==> config.mk <==
export PLATFORM = sky130hd
export DESIGN_NAME = wb_pipe_reg
export DESIGN_NICKNAME = d
export VERILOG_FILES = /design/src/rtl/wb_pkg.sv /design/src/rtl/wb_retire_cnt.sv /design/src/rtl/wb_pipe_reg.sv
export SDC_FILE = /design/constraint.sdc
export NUM_CORES = 1
export LEC_CHECK = 0
export ABC_CLOCK_PERIOD_IN_PS = 1900
export CAP_MARGIN = 25
export CORE_ASPECT_RATIO = 1.25
export CORE_UTILIZATION = 40
export DETAILED_ROUTE_END_ITERATION = 10
export PLACE_DENSITY = 0.81
export SLEW_MARGIN = 20
export SYNTH_ARGS = -nofsm -noshare
export SYNTH_HDL_FRONTEND = slang
export SYNTH_SLANG_ARGS = --single-unit
==> constraint.sdc <==
create_clock -name CLK -period 1.9 [get_ports CLK]
set_input_delay 0.38 -clock CLK [delete_from_list [all_inputs] [get_ports CLK]]
set_output_delay 0.38 -clock CLK [all_outputs]
set_load 0.005 [all_outputs]
==> src/rtl/wb_pkg.sv <==
// Shared definitions for the MEM/WB pipeline register: default widths and
// write-back source select encodings.
package wb_pkg;

    localparam int WB_DATA_W = 32;
    localparam int WB_RA_W   = 5;
    localparam int WB_MUX_W  = 2;
    localparam int WB_CNT_W  = 32;

    typedef enum logic [WB_MUX_W-1:0] {
        WB_SEL_ALU = 2'd0,
        WB_SEL_MEM = 2'd1,
        WB_SEL_PC4 = 2'd2
    } wb_sel_e;

endpackage

==> src/rtl/wb_retire_cnt.sv <==
// Saturating retired-instruction counter; holds at all-ones instead of wrapping.
module wb_retire_cnt #(
    parameter int CNT_W = 32
) (
    input  logic             clk,
    input  logic             rst_n,
    input  logic             en,
    output logic [CNT_W-1:0] cnt
);

    logic at_max;

    assign at_max = (cnt == {CNT_W{1'b1}});

    always_ff @(posedge clk or negedge rst_n) begin
        if (!rst_n) begin
            cnt <= '0;
        end else if (en && !at_max) begin
            cnt <= cnt + CNT_W'(1);
        end
    end

endmodule

==> src/rtl/wb_pipe_reg.sv <==
// MEM/WB pipeline register with stall/flush, bubble gating, forwarding
// compares for the EX-stage bypass and a retired-instruction counter.
module wb_pipe_reg
    import wb_pkg::*;
#(
    parameter int DATA_W   = WB_DATA_W,
    parameter int RA_W     = WB_RA_W,
    parameter int MUX_W    = WB_MUX_W,
    parameter int CNT_W    = WB_CNT_W,
    parameter int ZERO_REG = 1
) (
    input  logic              CLK,
    input  logic              RSTn,
    input  logic              STALL,
    input  logic              FLUSH,
    input  logic              VALID_IN,
    input  logic              RF_WE_IN,
    input  logic [RA_W-1:0]   RF_WA_IN,
    input  logic [DATA_W-1:0] WDATA_IN,
    input  logic [MUX_W-1:0]  MREWR_MUX_IN,
    input  logic              NUMINSTADD_IN,
    input  logic [RA_W-1:0]   RA_A,
    input  logic [RA_W-1:0]   RA_B,
    output logic              VALID_OUT,
    output logic              RF_WE_OUT,
    output logic [RA_W-1:0]   RF_WA_OUT,
    output logic [DATA_W-1:0] WDATA_OUT,
    output logic [MUX_W-1:0]  MREWR_MUX_OUT,
    output logic              NUMINSTADD_OUT,
    output logic              FWD_A,
    output logic              FWD_B,
    output logic [CNT_W-1:0]  NUM_INST
);

    logic              valid_q;
    logic              we_q;
    logic              nia_q;
    logic [RA_W-1:0]   wa_q;
    logic [DATA_W-1:0] data_q;
    logic [MUX_W-1:0]  mux_q;
    logic              wa_is_zero;
    logic              retire_en;

    // FLUSH outranks STALL so a stalled slot can still be squashed.
    always_ff @(posedge CLK or negedge RSTn) begin
        if (!RSTn) begin
            valid_q <= 1'b0;
            we_q    <= 1'b0;
            nia_q   <= 1'b0;
            wa_q    <= '0;
            data_q  <= '0;
            mux_q   <= '0;
        end else if (FLUSH) begin
            valid_q <= 1'b0;
            we_q    <= 1'b0;
            nia_q   <= 1'b0;
            wa_q    <= '0;
            data_q  <= '0;
            mux_q   <= '0;
        end else if (!STALL) begin
            valid_q <= VALID_IN;
            we_q    <= RF_WE_IN;
            nia_q   <= NUMINSTADD_IN;
            wa_q    <= RF_WA_IN;
            data_q  <= WDATA_IN;
            mux_q   <= MREWR_MUX_IN;
        end
    end

    assign VALID_OUT      = valid_q;
    assign RF_WE_OUT      = valid_q & we_q;
    assign NUMINSTADD_OUT = valid_q & nia_q;
    assign RF_WA_OUT      = wa_q;
    assign WDATA_OUT      = data_q;
    assign MREWR_MUX_OUT  = mux_q;

    assign wa_is_zero = (ZERO_REG != 0) && (wa_q == '0);
    assign FWD_A      = RF_WE_OUT & (RA_A == wa_q) & ~wa_is_zero;
    assign FWD_B      = RF_WE_OUT & (RA_B == wa_q) & ~wa_is_zero;

    // The instruction retires on the edge it leaves the stage, so a long
    // stall still counts it exactly once.
    assign retire_en = NUMINSTADD_OUT & ~STALL;

    wb_retire_cnt #(
        .CNT_W (CNT_W)
    ) u_retire_cnt (
        .clk   (CLK),
        .rst_n (RSTn),
        .en    (retire_en),
        .cnt   (NUM_INST)
    );

endmodule

==> results.json <==
{
  "setup_ws_ns": -0.195,
  "required_ns": 1.52,
  "totalWireLength_um": 8800,
  "syn_area_um2": 3430,
  "critPathKind": "register to output port",
  "grt_use_total": 0.208,
  "p_per_area_nw_per_um2": 712,
  "dp_hpwl_um": 6490,
  "grt_max_degree": 44,
  "core-area_um2": 8290,
  "drtIter0Drc": 111,
  "crit_fanout": 2,
  "drive_above_1_share": 0.153,
  "period_share": 1.10,
  "die_h_um": 106,
  "final_area_um2": 5420,
  "async_flop_share": 1.00,
  "maxSlewHeadroom": 0.531,
  "synth-adder-area-share": 0.00365,
  "n_antenna_cell": 0,
  "synth-seq-cells": 74,
  "grt_antenna_before_repair": 0,
  "synthMuxAreaShare": 0.126,
  "synth_nets": 355,
  "numCtsBuffers": 9,
  "status": "finished, violations left",
  "path_clk_slew_ns": 0.09,
  "mostFrequentLayoutCells": "126 x clkdlybuf4s50_1, 74 x dfrtp_1, 48 x nor2_1, 42 x mux2i_1, 34 x buf_4",
  "p_leak_nw": 2.52,
  "portBuffers": 131,
  "ctsLongestPathBuffers": 2,
  "drc": 7,
  "ir_drop_mv": 0.409,
  "timing.final.hold_violations": 0,
  "vias": 2828,
  "grt_overflow_total": 0,
  "grt_pass1_vias": 2967,
  "fin_worst_skew_ns": 0.0148,
  "drt_pass1_iterations": 7,
  "ant_nets": 0,
  "setup_viol": 2,
  "viasPerCell": 4.98,
  "h-tree-depth": 3,
  "synth_cell_type_count": 34,
  "dpl-instance-area_um2": 5090,
  "cts.sinks": 74,
  "hold_class": "register to register",
  "worstMarginPinSlew_ns": 0.704,
  "synthToLayoutAreaGrowth_pct": 57.9,
  "io_pins": 132,
  "core.rowCount": 37,
  "die_x_um": 84.8,
  "clkLatencyLatePin_ns": 0.34,
  "fmax_ghz": 0.477,
  "violations": "DRC, setup timing",
  "wl_per_cell_um": 15.5,
  "synth_top_family_by_area": "simple AND/OR/NAND/NOR gates",
  "ys_seq_area_frac": 0.540,
  "fin_crit_ns": 2.10,
  "synthSimpleGateAreaFrac": 0.195,
  "synth_edf_count": 0,
  "yosys_most_used_dff": "dfrtp_1",
  "arrival_ns": 1.72,
  "holdPathStages": 1,
  "grt_pass1_wl_um": 14500,
  "clockRootBuffer": "clkbuf_8",
  "r2r_cells": 6,
  "initial_core_util": 0.414,
  "start_kind": "register",
  "gp_congestion": 0.895,
  "syn-mean-instance-area_um2": 11.5,
  "end_kind": "output port",
  "nNetsFinal": 523,
  "ys_warn_count": 0,
  "final_common_cell": "clkdlybuf4s50_1",
  "die-area_um2": 8950,
  "cts_tree": "done",
  "syn_inst": 298,
  "slew_viol_final": 0,
  "rsz0062_at_grt": "true",
  "p_total_mw": 3.86,
  "synth_xor_area_frac": 0.102,
  "synth_compound_area_frac": 0.0142,
  "cap_violations": 0
}
==> cells by family (layout without fill, tap and decap cells) <==
family | Yosys count | in the layout
compound gates | 5 | 5
fa+ha+maj | 1 | 1
buf+inv | 13 | 186
mux | 43 | 43
flops | 74 | 74
simple gates | 122 | 122
xor+xnor | 40 | 40
==> flip-flops by register name, summed over array words and instances, names as in the netlist <==
signal / flops
MREWR_MUX_OUT: 2
RF_WA_OUT: 5
VALID_OUT: 1
WDATA_OUT: 32
nia_q: 1
u_retire_cnt.cnt: 32
we_q: 1
==> timing repair <==
action / CTS / global route
endpoints found under the hold margin: 31 / 0
hold buffers: 1 / 0
pin swaps: 2 / 5
endpoints found under the setup margin: 2 / 4
resized for setup: 12 / 5
buffers inserted: 1 / 2
==> metal layers <==
metal,vias to the layer above,global-route usage,routed length (µm)
met5,-,0,0
met4,0,0.0811,131
met3,13,0.0376,428
met2,91,0.357,4580
met1,1356,0.260,3660
li1,1368,-,-
==> cells in the mapped netlist (all sizes together) (2+ instances only) <==
master	number	share of area
and3	5	0.0091
nand3	14	0.028
nor2	48	0.053
clkbuf	5	0.0055
nor3	2	0.0029
and4	7	0.018
mux2i	42	0.12
nand2	14	0.015
and2	6	0.011
dfrtp	74	0.54
xnor2	27	0.069
nor4	7	0.019
xor2	13	0.033
buf	7	0.012
nand4	15	0.031
==> metrics by stage <==
step                      setup TNS [ns]   util  worst slack (ns)  std cells  hold WS (ns)
after floorplan                        0      -            0.0505        298        0.0844
after global placement            -0.650  0.614            -0.328        548         0.338
after detailed placement          -0.861  0.614            -0.460        548         0.352
after CTS                         -0.325  0.649            -0.212        566         0.516
after global routing              -0.432  0.654            -0.246        568         0.532
final                             -0.299  0.654            -0.195        568         0.506
==> worst paths after layout <==
check / endpoint / startpoint / slack [ns]
min in group asynchronous: u_retire_cnt.cnt[31] / RSTn / 0.52
setup reg to reg: u_retire_cnt.cnt[1] / u_retire_cnt.cnt[0] / 0.06
hold reg to reg: u_retire_cnt.cnt[14] / u_retire_cnt.cnt[14] / 0.51
max in group asynchronous: WDATA_OUT[16] / RSTn / 0.80
setup / recovery: FWD_B / RF_WA_OUT[2] / -0.20
hold / removal: u_retire_cnt.cnt[14] / u_retire_cnt.cnt[14] / 0.51
==> cell type report <==
cell class                      count  area (µm²)
Clock buffer                       11         141
Clock inverter                      5         125
Fill cell                         674        2870
Inverter                            1        3.75
Multi-Input combinational cell    211        1550
Sequential cell                    74        1850
Tap cell                           97         121
Timing Repair Buffer              169        1630
==> power breakdown <==
| group | leakage [nW] | switching, mW | internal [mW] |
|---|---|---|---|
| clock network | 0.134 | 0.584 | 1.04 |
| logic | 1.38 | 0.210 | 0.336 |
| registers | 1.00 | 0.0449 | 1.64 |
==> critical path: stages (launching register included) <==
cell     delay, ns
dfrtp_1       0.39
or4_4         0.55
o21ai_4       0.16
buf_6         0.11
nor4_2        0.04
buf_2         0.13
(Power assumes the default switching activity.)
